**config.mk**
```make
export PLATFORM = sky130hd
export DESIGN_NAME = id_issue
export DESIGN_NICKNAME = d
export VERILOG_FILES = /design/src/rtl/id_issue_pkg.sv /design/src/rtl/id_decode.sv /design/src/rtl/id_issue.sv
export SDC_FILE = /design/constraint.sdc
export NUM_CORES = 1
export LEC_CHECK = 0
export CORE_MARGIN = 3
export CORE_UTILIZATION = 40
export CTS_BUF_LIST = sky130_fd_sc_hd__clkbuf_8
export CTS_CLUSTER_DIAMETER = 40
export DETAILED_ROUTE_END_ITERATION = 7
export PLACE_DENSITY = 0.82
export SYNTH_ARGS = -nofsm -noshare
export SYNTH_HDL_FRONTEND = slang
export SYNTH_SLANG_ARGS = --single-unit
export TNS_END_PERCENT = 100
```
**constraint.sdc**
```tcl
create_clock -name clk -period 2.57 [get_ports clk]
set_input_delay 0.257 -clock clk [delete_from_list [all_inputs] [get_ports clk]]
set_output_delay 0.257 -clock clk [all_outputs]
set_load 0.01 [all_outputs]
```
**src/rtl/id_issue_pkg.sv**
```systemverilog
// Shared ALUOp codes, MIPS opcode/funct/REGIMM constants and the ID/EX register layout
// used by the decode/issue stage.
package id_issue_pkg;

    localparam logic [4:0] ALUOP_ADD  = 5'd0;
    localparam logic [4:0] ALUOP_SUB  = 5'd1;
    localparam logic [4:0] ALUOP_SLL  = 5'd2;
    localparam logic [4:0] ALUOP_SRL  = 5'd3;
    localparam logic [4:0] ALUOP_SRA  = 5'd4;
    localparam logic [4:0] ALUOP_AND  = 5'd5;
    localparam logic [4:0] ALUOP_OR   = 5'd6;
    localparam logic [4:0] ALUOP_XOR  = 5'd7;
    localparam logic [4:0] ALUOP_NOR  = 5'd8;
    localparam logic [4:0] ALUOP_SLT  = 5'd9;
    localparam logic [4:0] ALUOP_SLTU = 5'd10;
    localparam logic [4:0] ALUOP_LUI  = 5'd11;
    localparam logic [4:0] ALUOP_BNE  = 5'd12;
    localparam logic [4:0] ALUOP_BLEZ = 5'd13;
    localparam logic [4:0] ALUOP_BGTZ = 5'd14;
    localparam logic [4:0] ALUOP_BLTZ = 5'd15;
    localparam logic [4:0] ALUOP_BGEZ = 5'd16;

    localparam logic [5:0] OP_RTYPE  = 6'h00;
    localparam logic [5:0] OP_REGIMM = 6'h01;
    localparam logic [5:0] OP_BEQ    = 6'h04;
    localparam logic [5:0] OP_BNE    = 6'h05;
    localparam logic [5:0] OP_BLEZ   = 6'h06;
    localparam logic [5:0] OP_BGTZ   = 6'h07;
    localparam logic [5:0] OP_ADDI   = 6'h08;
    localparam logic [5:0] OP_ADDIU  = 6'h09;
    localparam logic [5:0] OP_SLTI   = 6'h0A;
    localparam logic [5:0] OP_SLTIU  = 6'h0B;
    localparam logic [5:0] OP_ANDI   = 6'h0C;
    localparam logic [5:0] OP_ORI    = 6'h0D;
    localparam logic [5:0] OP_XORI   = 6'h0E;
    localparam logic [5:0] OP_LUI    = 6'h0F;
    localparam logic [5:0] OP_LW     = 6'h23;
    localparam logic [5:0] OP_SW     = 6'h2B;

    localparam logic [5:0] FN_SLL  = 6'h00;
    localparam logic [5:0] FN_SRL  = 6'h02;
    localparam logic [5:0] FN_SRA  = 6'h03;
    localparam logic [5:0] FN_SLLV = 6'h04;
    localparam logic [5:0] FN_SRLV = 6'h06;
    localparam logic [5:0] FN_SRAV = 6'h07;
    localparam logic [5:0] FN_ADD  = 6'h20;
    localparam logic [5:0] FN_ADDU = 6'h21;
    localparam logic [5:0] FN_SUB  = 6'h22;
    localparam logic [5:0] FN_SUBU = 6'h23;
    localparam logic [5:0] FN_AND  = 6'h24;
    localparam logic [5:0] FN_OR   = 6'h25;
    localparam logic [5:0] FN_XOR  = 6'h26;
    localparam logic [5:0] FN_NOR  = 6'h27;
    localparam logic [5:0] FN_SLT  = 6'h2A;
    localparam logic [5:0] FN_SLTU = 6'h2B;

    localparam logic [4:0] RT_BLTZ = 5'd0;
    localparam logic [4:0] RT_BGEZ = 5'd1;

    typedef enum logic [1:0] {A_RS, A_SHAMT, A_ZERO} asel_e;
    typedef enum logic [1:0] {B_RT, B_IMM, B_ZERO} bsel_e;

    // All-zero value of this struct is the bubble (aluop ADD, every enable low).
    typedef struct packed {
        logic        valid;
        logic [4:0]  aluop;
        logic [31:0] a;
        logic [31:0] b;
        logic [4:0]  wreg;
        logic        we;
        logic        mem_rd;
        logic        mem_wr;
        logic [31:0] store_data;
        logic        branch;
        logic        illegal;
        logic [31:0] pc;
    } idex_t;

endpackage

```
**src/rtl/id_decode.sv**
```systemverilog
// Purely combinational MIPS32 decoder: instruction word to ALUOp, operand selects,
// destination/enables and the register sources actually read (0 = none).
module id_decode
    import id_issue_pkg::*;
(
    input  logic [31:0] instr,
    output logic [4:0]  aluop,
    output logic [1:0]  a_sel,
    output logic [1:0]  b_sel,
    output logic [31:0] imm,
    output logic [4:0]  shamt,
    output logic [4:0]  wreg,
    output logic        we,
    output logic        mem_rd,
    output logic        mem_wr,
    output logic        branch,
    output logic        illegal,
    output logic [4:0]  src_rs,
    output logic [4:0]  src_rt
);

    logic [5:0] opcode;
    logic [5:0] funct;
    logic [4:0] rt;
    logic [4:0] rd;
    logic       zext;
    logic       rd_rs;
    logic       rd_rt;
    logic       bad;

    assign opcode = instr[31:26];
    assign funct  = instr[5:0];
    assign rt     = instr[20:16];
    assign rd     = instr[15:11];
    assign shamt  = instr[10:6];
    assign imm    = zext ? {16'b0, instr[15:0]} : {{16{instr[15]}}, instr[15:0]};
    assign src_rs = rd_rs ? instr[25:21] : 5'd0;
    assign src_rt = rd_rt ? rt : 5'd0;

    always_comb begin
        aluop   = ALUOP_ADD;
        a_sel   = A_RS;
        b_sel   = B_RT;
        zext    = 1'b0;
        wreg    = 5'd0;
        we      = 1'b0;
        mem_rd  = 1'b0;
        mem_wr  = 1'b0;
        branch  = 1'b0;
        illegal = 1'b0;
        rd_rs   = 1'b0;
        rd_rt   = 1'b0;
        bad     = 1'b0;
        case (opcode)
            OP_RTYPE: begin
                wreg  = rd;
                we    = 1'b1;
                rd_rs = 1'b1;
                rd_rt = 1'b1;
                case (funct)
                    FN_ADD, FN_ADDU: aluop = ALUOP_ADD;
                    FN_SUB, FN_SUBU: aluop = ALUOP_SUB;
                    FN_AND:  aluop = ALUOP_AND;
                    FN_OR:   aluop = ALUOP_OR;
                    FN_XOR:  aluop = ALUOP_XOR;
                    FN_NOR:  aluop = ALUOP_NOR;
                    FN_SLT:  aluop = ALUOP_SLT;
                    FN_SLTU: aluop = ALUOP_SLTU;
                    // Immediate shifts put shamt on A, so rs is not a real source.
                    FN_SLL:  begin aluop = ALUOP_SLL; a_sel = A_SHAMT; rd_rs = 1'b0; end
                    FN_SRL:  begin aluop = ALUOP_SRL; a_sel = A_SHAMT; rd_rs = 1'b0; end
                    FN_SRA:  begin aluop = ALUOP_SRA; a_sel = A_SHAMT; rd_rs = 1'b0; end
                    FN_SLLV: aluop = ALUOP_SLL;
                    FN_SRLV: aluop = ALUOP_SRL;
                    FN_SRAV: aluop = ALUOP_SRA;
                    default: bad = 1'b1;
                endcase
            end
            OP_ADDI, OP_ADDIU, OP_SLTI, OP_SLTIU, OP_ANDI, OP_ORI, OP_XORI, OP_LW: begin
                wreg  = rt;
                we    = 1'b1;
                rd_rs = 1'b1;
                b_sel = B_IMM;
                case (opcode)
                    OP_SLTI:  aluop = ALUOP_SLT;
                    OP_SLTIU: aluop = ALUOP_SLTU;
                    OP_ANDI:  begin aluop = ALUOP_AND; zext = 1'b1; end
                    OP_ORI:   begin aluop = ALUOP_OR;  zext = 1'b1; end
                    OP_XORI:  begin aluop = ALUOP_XOR; zext = 1'b1; end
                    OP_LW:    mem_rd = 1'b1;
                    default:  aluop = ALUOP_ADD;
                endcase
            end
            OP_LUI: begin
                aluop = ALUOP_LUI;
                b_sel = B_IMM;
                zext  = 1'b1;
                wreg  = rt;
                we    = 1'b1;
            end
            OP_SW: begin
                b_sel  = B_IMM;
                wreg   = rt;
                mem_wr = 1'b1;
                rd_rs  = 1'b1;
                rd_rt  = 1'b1;
            end
            OP_BEQ, OP_BNE: begin
                aluop  = (opcode == OP_BEQ) ? ALUOP_SUB : ALUOP_BNE;
                branch = 1'b1;
                rd_rs  = 1'b1;
                rd_rt  = 1'b1;
            end
            OP_BLEZ, OP_BGTZ: begin
                aluop  = (opcode == OP_BLEZ) ? ALUOP_BLEZ : ALUOP_BGTZ;
                b_sel  = B_ZERO;
                branch = 1'b1;
                rd_rs  = 1'b1;
            end
            OP_REGIMM: begin
                b_sel  = B_ZERO;
                branch = 1'b1;
                rd_rs  = 1'b1;
                case (rt)
                    RT_BLTZ: aluop = ALUOP_BLTZ;
                    RT_BGEZ: aluop = ALUOP_BGEZ;
                    default: bad = 1'b1;
                endcase
            end
            default: bad = 1'b1;
        endcase

        if (bad) begin
            aluop   = ALUOP_ADD;
            a_sel   = A_ZERO;
            b_sel   = B_ZERO;
            zext    = 1'b0;
            wreg    = 5'd0;
            we      = 1'b0;
            mem_rd  = 1'b0;
            mem_wr  = 1'b0;
            branch  = 1'b0;
            illegal = 1'b1;
            rd_rs   = 1'b0;
            rd_rt   = 1'b0;
        end
        if (wreg == 5'd0) we = 1'b0;
    end

endmodule

```
**src/rtl/id_issue.sv**
```systemverilog
// MIPS decode/issue stage: hazard detection, optional EX/MEM forwarding and the ID/EX
// register. Define FORWARD_EN to add the mem_data port and forward instead of stalling.
module id_issue
    import id_issue_pkg::*;
(
    input  logic        clk,
    input  logic        rst,
    input  logic        id_valid,
    output logic        id_ready,
    input  logic [31:0] id_instr,
    input  logic [31:0] id_pc,
    input  logic [31:0] rs_data,
    input  logic [31:0] rt_data,
    input  logic        ex_ready,
    input  logic        flush,
    input  logic        mem_we,
    input  logic [4:0]  mem_wreg,
`ifdef FORWARD_EN
    input  logic [31:0] mem_data,
`endif
    output logic        ex_valid,
    output logic [4:0]  ex_aluop,
    output logic [31:0] ex_a,
    output logic [31:0] ex_b,
    output logic [4:0]  ex_wreg,
    output logic        ex_we,
    output logic        ex_mem_rd,
    output logic        ex_mem_wr,
    output logic [31:0] ex_store_data,
    output logic        ex_branch,
    output logic        ex_illegal,
    output logic [31:0] ex_pc
);

    logic [4:0]  d_aluop, d_shamt, d_wreg, src_rs, src_rt;
    logic [1:0]  d_a_sel, d_b_sel;
    logic [31:0] d_imm;
    logic        d_we, d_mem_rd, d_mem_wr, d_branch, d_illegal;

    id_decode u_decode (
        .instr   (id_instr),
        .aluop   (d_aluop),
        .a_sel   (d_a_sel),
        .b_sel   (d_b_sel),
        .imm     (d_imm),
        .shamt   (d_shamt),
        .wreg    (d_wreg),
        .we      (d_we),
        .mem_rd  (d_mem_rd),
        .mem_wr  (d_mem_wr),
        .branch  (d_branch),
        .illegal (d_illegal),
        .src_rs  (src_rs),
        .src_rt  (src_rt)
    );

    idex_t       idex_q;
    idex_t       issue;
    logic [31:0] rs_val, rt_val;
    logic        rs_ex_hit, rt_ex_hit, rs_mem_hit, rt_mem_hit, hazard;

    // src_* is 0 when the field is not read, so register 0 never hazards or forwards.
    assign rs_ex_hit  = (src_rs != 5'd0) && idex_q.valid && (idex_q.wreg == src_rs);
    assign rt_ex_hit  = (src_rt != 5'd0) && idex_q.valid && (idex_q.wreg == src_rt);
    assign rs_mem_hit = (src_rs != 5'd0) && mem_we && (mem_wreg == src_rs);
    assign rt_mem_hit = (src_rt != 5'd0) && mem_we && (mem_wreg == src_rt);

`ifdef FORWARD_EN
    assign rs_val = rs_mem_hit ? mem_data : rs_data;
    assign rt_val = rt_mem_hit ? mem_data : rt_data;
    assign hazard = idex_q.mem_rd && (rs_ex_hit || rt_ex_hit);
`else
    assign rs_val = rs_data;
    assign rt_val = rt_data;
    assign hazard = (idex_q.we && (rs_ex_hit || rt_ex_hit)) || rs_mem_hit || rt_mem_hit;
`endif

    // Handshake: IF/ID -> ID/EX transfers on a rising edge where id_valid && id_ready.
    // id_ready never depends on id_valid. A flush always accepts (and drops) the ID
    // instruction; otherwise ex_ready low freezes ID/EX and a hazard loads a bubble.
    assign id_ready = !rst && (flush || (ex_ready && !hazard));

    always_comb begin
        issue            = '0;
        issue.valid      = 1'b1;
        issue.aluop      = d_aluop;
        issue.wreg       = d_wreg;
        issue.we         = d_we;
        issue.mem_rd     = d_mem_rd;
        issue.mem_wr     = d_mem_wr;
        issue.store_data = rt_val;
        issue.branch     = d_branch;
        issue.illegal    = d_illegal;
        issue.pc         = id_pc;
        case (d_a_sel)
            A_SHAMT: issue.a = {27'b0, d_shamt};
            A_ZERO:  issue.a = 32'd0;
            default: issue.a = rs_val;
        endcase
        case (d_b_sel)
            B_IMM:   issue.b = d_imm;
            B_ZERO:  issue.b = 32'd0;
            default: issue.b = rt_val;
        endcase
    end

    always_ff @(posedge clk) begin
        if (rst || flush) begin
            idex_q <= '0;
        end else if (ex_ready) begin
            idex_q <= (id_valid && !hazard) ? issue : '0;
        end
    end

    assign ex_valid      = idex_q.valid;
    assign ex_aluop      = idex_q.aluop;
    assign ex_a          = idex_q.a;
    assign ex_b          = idex_q.b;
    assign ex_wreg       = idex_q.wreg;
    assign ex_we         = idex_q.we;
    assign ex_mem_rd     = idex_q.mem_rd;
    assign ex_mem_wr     = idex_q.mem_wr;
    assign ex_store_data = idex_q.store_data;
    assign ex_branch     = idex_q.branch;
    assign ex_illegal    = idex_q.illegal;
    assign ex_pc         = idex_q.pc;

endmodule

```
==> results of run 1 <==
state kept, by name, indices dropped and copies added (netlist names):
register and count:
ex_pc 32, ex_store_data 32, ex_mem_wr 1, ex_valid 1
ex_illegal 1, ex_mem_rd 1, ex_branch 1, ex_we 1
ex_wreg 5, ex_aluop 5, ex_b 32, ex_a 32
cell usage after synthesis (2+ instances only):
| cell | instances |
|---|---|
| nand2b_1 | 4 |
| a22oi_1 | 9 |
| nor4_1 | 2 |
| nand3_1 | 10 |
| a21boi_0 | 2 |
| inv_1 | 8 |
| nor2_1 | 59 |
| a211oi_1 | 6 |
| or2_2 | 5 |
| and2_1 | 4 |
| and3_1 | 29 |
| o2111ai_1 | 2 |
| nor2b_1 | 3 |
| nand4_1 | 31 |
| nor3_1 | 7 |
| o31ai_1 | 76 |
| dfxtp_1 | 144 |
| o22ai_1 | 3 |
| a21oi_1 | 43 |
| a32o_1 | 43 |
| o21ai_0 | 46 |
| a31oi_1 | 2 |
| clkbuf_1 | 70 |
| xor2_1 | 5 |
| nand2_1 | 204 |
| buf_2 | 19 |
| xnor2_1 | 11 |
| nor4_2 | 2 |
| or4_1 | 6 |
power groups by stage:
| stage | logic (mW) | registers, mW | clock network [mW] |
|---|---|---|---|
| floorplan | 0.281 | 2.34 | 0 |
| global placement | 0.754 | 2.33 | 0 |
| detailed placement | 0.759 | 2.33 | 0 |
| CTS | 0.765 | 2.28 | 1.79 |
| global route | 0.836 | 2.28 | 1.86 |
| finish | 0.775 | 2.28 | 1.73 |
worst max-delay path: cells and delay by family:
family                 cells  cell delay [ns]
AO/OA/AOI/OAI              2             0.36
buffers and inverters      2             0.60
AND/OR/NAND/NOR            3             1.06
layout make-up:
cell class / count / area share [%]
clock buffer: 20 / 2.54
timing repair buffer: 376 / 33.1
antenna: 1 / 0.0230
tap: 220 / 2.54
multi-input combinational: 635 / 34.1
sequential: 144 / 26.5
inverter: 8 / 0.277
clock inverter: 7 / 0.830
through the flow:
step | setup TNS [ns] | power, mW
after global routing | -0.0345 | 4.98
final | 0 | 4.78
after floorplan | -0.0125 | 2.62
after CTS | 0 | 4.83
after global placement | -75.25 | 3.08
after detailed placement | -79.11 | 3.09
routing by layer:
metal | part of all wire [%] | up-vias | track usage, %
li1 | - | 3758 | -
met1 | 42 | 3644 | 32.6
met2 | 45 | 297 | 40.3
met3 | 9.0 | 43 | 8.71
met4 | 3.3 | 0 | 10.1
met5 | 0 | - | 0
repair_timing:
item	4_1_cts	5_1_grt
setup endpoints to repair	93	90
buffers inserted	2	4
pin swaps	13	14
gates resized for setup	33	30
cells by family (layout without fill, tap and decap cells):
group / Yosys count / count (layout) / synth area share (%)
buffers and inverters: 97 / 411 / 5.66
other: 0 / 1 / 0
adders and majority gates: 1 / 1 / 0.182
DFF: 144 / 144 / 42.0
AOI/OAI and AO/OA: 247 / 247 / 25.7
xor gates and xnor gates: 16 / 16 / 2.04
and+or+nand+nor: 371 / 371 / 24.4
worst paths after layout:
path	from	endpoint
setup / recovery	id_instr[24]	id_ready
hold / removal	id_pc[0]	ex_pc[0]$_SDFFE_PP0P_
setup reg to reg	ex_wreg[3]$_SDFFE_PP0P_	ex_pc[1]$_SDFFE_PP0P_
hold reg to reg	ex_pc[10]$_SDFFE_PP0P_	ex_pc[10]$_SDFFE_PP0P_
==> metrics.yaml, run 1 <==
status: "completed"
whs_path_depth: 3
max_stage_delay_ns: 0.48
cp_max_fo: 2
final_common_cell: "clkdlybuf4s50_1"
synthFlopType: "dfxtp_1"
final_cell_mix: "clkdlybuf4s50_1 (266), nand2_1 (201), dfxtp_1 (144)"
cts_root_buf: "clkbuf_8"
place_inst: 1377
worstSetupEndpointType: "output pin"
yosysWarningCount: 0
intPower_mw: 3.58
required_ns: 2.31
n_fill_cell: 1444
synth_edf_count: 0
drv_slew: 0
h-tree-depth: 4
p_leak_nw: 3.89
vias: 7742
syn_inst: 876
synth_cell_types: 50
core_mm2: 0.0167
io_buffers: 283
max-clock-path-buffers: 2
start_util_pct: 41.1
die-width_um: 137
dp_hpwl_um: 17900
tritoncts: "yes"
synthArstFlopShare_pct: 0
clkPwrFrac_pct: 36.2
cpMaxStageDelayCell: "or4_1"
place_ws_ns: -0.742
syn_nets: 1016
rsz0062_at_grt: "yes"
die-area_mm2: 0.0187
layout_setup_ws_ns: 0.0420
nets: 1322
power_frac_seq_pct: 47.6
crit_arrival_ns: 2.27
clk_latency_ns: 0.44
avgSynthCellArea_um2: 7.83
place_area_mm2: 0.0104
p_sw_share_pct: 25.2
stdcell_count: 1411
final_core_utilization_pct: 65.0
irDropWorstVdd_mv: 0.280
wl_per_cell_um: 17.6
ys_top_cells_by_area: "dfxtp_1 (42%), nand2_1 (11%), o31ai_1 (8.3%), a32o_1 (6.3%), clkbuf_1 (3.8%)"
startpoint_type: "input pin"
slew_headroom_pct: 64.9
fmax_ghz: 0.396
power.density_mw_per_mm2: 441
drt_iter0_drc: 522
final_layout_size_suffix_gt1_share_pct: 13.3
cp_cell_sequence: "clkdlybuf4s50_1 > or2_2 > or4_1 > and4_1 > o311a_4 > o31ai_2 > buf_2"
r2r_cells: 8
multi_input_area_mm2: 0.00370
seq_area_frac_synth_pct: 42.0
cts_hold_buf: 0
routed_wl_um: 24900
synth_top_area_share_pct: 42.0
power.switching_mw: 1.20
antenna_found_initial: 0
gp_congestion: 0.876
final_area_mm2: 0.0109
clock_sinks: 144
postRouteAntennaNets: 0
syn_to_final_growth_pct: 58.4
grt_use_total_pct: 25.7
crit_type: "in -> out"
setup_violations: 0
drv_cap: 0
fin_skew_ns: 0.00855
clk_pin_slew_ns: 0.07
period_needed_ns: 2.53
grt.overflow.total: 0
min-delay-path-class: "in -> reg"
viasPerCell: 5.49
synth_seq_cells: 144
fp-row-count: 47
grt_pass1_vias: 7287
worstMarginPinSlew_ns: 0.526
grt_pass1_wl_um: 38200
num_io_pins: 284
cts_buffers: 17
fin_hold_ws_ns: 0.360
hold_violations: 0
rrSetupSlack_ns: 0.47
combPwrFrac_pct: 16.2
drtPass1Iterations: 5
ff_latch_area_mm2: 0.00288
grt_max_degree: 87
drc: 0
die_height_um: 137
final.period_utilization_pct: 98.4
yosys.area.top_type: "dfxtp_1"
syn-cell-area_mm2: 0.00686
No activity file was read; power rests on OpenSTA's default activity.
==> run 2, diff against run 1 <==
- ABC_AREA: default -> 1
- CORE_UTILIZATION: 40 -> 41
- PLACE_DENSITY: 0.82 -> 0.81
==> run 2 against run 1 <==
Compared with the run above:
- the flow now finishes with violations (setup timing)
- sequential share of layout area decreased by 2.2 points
- register-to-register slack improved by 0.20 ns
- clock-buffer cell count shrank 3
- setup slack got worse by 0.058 ns
- critical endpoint unchanged
- highest routed layer unchanged
==> metrics.yaml, run 2 <==
cp_max_fo: 6  # +4
gp_congestion: 0.980  # +12%
seq_area_frac_synth_pct: 38.7  # -3.4 points
synth_seq_cells: 144  # unchanged
synth_commonest_cells: "nand2_1 (235), nand4_1 (157), a21oi_1 (155), dfxtp_1 (144), nor2_1 (93)"
multi_input_area_mm2: 0.00401  # +8.3%
clock_sinks: 144  # unchanged
synth_edf_count: 0  # unchanged
io_buffers: 283  # unchanged
avgSynthCellArea_um2: 6.94  # -11%
cpMaxStageDelayCell: "dlygate4sd2_1"
viasPerCell: 5.60  # +2.0%
ys_top_cells_by_area: "dfxtp_1 (39%), nand4_1 (13%), nand2_1 (12%), a21oi_1 (10%), nor2_1 (4.7%)"
synth_top_area_share_pct: 38.7  # -3.4 points
nets: 1537  # +16%
drc: 0  # unchanged
num_io_pins: 284  # unchanged
irDropWorstVdd_mv: 0.327  # +17%
routed_wl_um: 30000  # +21%
drv_slew: 0  # unchanged
required_ns: 2.31  # about the same
cts_root_buf: "clkbuf_8"
final.period_utilization_pct: 101  # +2.2 points
drv_cap: 0  # unchanged
yosysWarningCount: 0  # unchanged
drt_iter0_drc: 910  # +74%
power.density_mw_per_mm2: 448  # +1.7%
yosysMostFrequentCell: "nand2_1"
grt_pass1_wl_um: 45300  # +18%
clk_latency_ns: 0.46  # +0.02 ns
n_fill_cell: 1481  # +2.6%
synthArstFlopShare_pct: 0  # unchanged
critPathBufInv: 4  # +2
clkPwrFrac_pct: 37.0  # +0.8 points
intPower_mw: 3.70  # +3.3%
hold_violations: 0  # unchanged
cp_cell_sequence: "dlygate4sd2_1 > nor2_2 > a21oi_4 > inv_2 > nand2_4 > nor2_8 > buf_6 > nand2_2 > nor2_2 > nand3_1 > nor2_1 > nand3_1 > nand2_2 > nand2_4 > nand3_4 > a21oi_2 > buf_2"
status: "finished with violations"
die-area_mm2: 0.0198  # +5.8%
yosys.area.top_type: "dfxtp_1"
worstMarginPinSlew_ns: 0.493  # -0.0325 ns
syn_inst: 1074  # +23%
cp_num_cells: 17  # +10
crit_arrival_ns: 2.33  # +0.06 ns
rsz0062_at_grt: "yes"
p_leak_nw: 4.47  # +15%
finalPower_mw: 5.30  # +11%
vias: 9150  # +18%
grt_pass1_vias: 8414  # +15%
rrSetupSlack_ns: 0.67  # +0.20 ns
violations: "setup timing"
whs_path_depth: 6  # +3
tritoncts: "yes"
antenna_found_initial: 0  # unchanged
power.switching_mw: 1.60  # +33%
syn-cell-area_mm2: 0.00745  # +8.7%
die_height_um: 141  # +2.9%
r2r_cells: 10  # +2
final_core_utilization_pct: 67.4  # +2.4 points
setup_violations: 1  # +1
drtPass1Iterations: 6  # +1
cts_buffers: 17  # unchanged
final_cell_mix: "clkdlybuf4s50_1 (266), nand2_1 (226), nand4_1 (157)"
place_ws_ns: -1.00  # -0.263 ns
fmax_ghz: 0.387  # -2.2%
cts_hold_buf: 0  # unchanged
grt.overflow.total: 0  # unchanged
wl_per_cell_um: 18.3  # +4.0%
grt_max_degree: 129  # +48%
start_util_pct: 42.5  # +1.4 points
max_stage_delay_ns: 0.26  # -0.22 ns
min-delay-path-class: "in -> reg"
p_sw_share_pct: 30.2  # +5.0 points
die-width_um: 141  # +2.9%
h-tree-depth: 4  # unchanged
synth_cell_types: 38  # -24%
syn_nets: 1214  # +19%
crit_type: "in -> out"
fp-row-count: 48  # +2.1%
power_frac_seq_pct: 43.1  # -4.5 points
layout_setup_ws_ns: -0.0157  # -0.0577 ns
final_common_cell: "clkdlybuf4s50_1"
synthFlopType: "dfxtp_1"
grt_use_total_pct: 28.0  # +2.3 points
syn_to_final_growth_pct: 58.6
slew_headroom_pct: 67.1  # +2.2 points
ff_latch_area_mm2: 0.00288  # unchanged
antenna_cells: 0  # -1
postRouteAntennaNets: 0  # unchanged
startpoint_type: "input pin"
dp_hpwl_um: 20000  # +11%
max-clock-path-buffers: 2  # unchanged
combPwrFrac_pct: 19.9  # +3.7 points
final_layout_size_suffix_gt1_share_pct: 17.0  # +3.7 points
crit_family: "simple AND/OR/NAND/NOR gates"
clk_pin_slew_ns: 0.09  # +0.02 ns
worstSetupEndpointType: "output pin"
core_mm2: 0.0175  # +5.0%
fin_skew_ns: 0.0175  # +0.00895 ns
period_needed_ns: 2.59  # +0.0577 ns
==> run 2: changes by cell type after synthesis, sizes merged, moves of 41 or more <==
| cell | previous run | this run |
|---|---|---|
| nor2 | 59 | 108 |
| o31ai | 76 | 1 |
| a21oi | 43 | 156 |
| nand4 | 31 | 157 |
| inv | 8 | 77 |
| a32o | 43 | 0 |
| nand3 | 10 | 51 |
==> run 2: path summary, 6_finish.rpt <==
kind | start | to
worst min register to register | ex_a[9]$_SDFFE_PP0P_ | ex_a[9]$_SDFFE_PP0P_
worst max register to register | ex_wreg[0]$_SDFFE_PP0P_ | ex_pc[12]$_SDFFE_PP0P_
worst max-delay path | id_instr[19] | id_ready
worst min-delay path | id_instr[4] | ex_b[4]$_SDFFE_PP0P_
==> run 2: worst reg2reg max path: cells and delay by family (launching register included) <==
kind / cells / cell delay (ns)
buf+inv: 3 / 0.53
compound gates: 2 / 0.30
flops: 1 / 0.46
simple gates: 5 / 0.52
==> run 2: cell type report <==
class                      count  share of cell area, %
timing repair buffer         392                   33.2
sequential                   144                   24.4
clock inverter                15                   1.62
inverter                      77                   2.53
tap                          225                   2.38
multi-input combinational    765                   33.9
clock buffer                  17                   1.98
==> run 2: per-layer routing <==
layer,vias to the layer above,wire (um),global-route usage (%)
met4,0,962,9.64
met3,69,3040,7.67
met1,4219,11800,35.9
met2,538,14200,45.7
met5,-,0,0
li1,4324,-,-
==> run 2: power groups by stage <==
stage / Combinational [mW] / Clock (mW) / Sequential [mW]
after global placement: 0.973 / 0 / 2.33
after global routing: 1.13 / 2.07 / 2.29
after floorplan: 0.398 / 0 / 2.35
after detailed placement: 0.978 / 0 / 2.33
final: 1.06 / 1.96 / 2.28
after CTS: 1.03 / 1.98 / 2.28
==> run 2: through the flow <==
step	cells	TNS (ns)	cell area, um^2	hold slack [ns]
floorplan	1074	0	7450	0.427
global placement	1584	-121.49	11000	0.450
detailed placement	1584	-123.70	11000	0.455
CTS	1631	0	11700	0.328
global route	1635	-2.63	11800	0.354
finish	1635	-0.0157	11800	0.352
==> run 2: cell families (layout without fill, tap and decap cells) <==
group	after synthesis	in the layout	share of synthesized area [%]
xor gates and xnor gates	3	3	0.353
and+or+nand+nor	568	568	37.3
DFF	144	144	38.7
AOI/OAI and AO/OA	193	193	13.4
adders and majority gates	1	1	0.168
buffers and inverters	165	501	10.0
==> run 2: what timing repair did <==
item,4_1_cts,5_1_grt
setup endpoints to repair,134,126
pin swaps,30,37
setup buffers,13,4
gates resized for setup,99,39
gates cloned,2,1
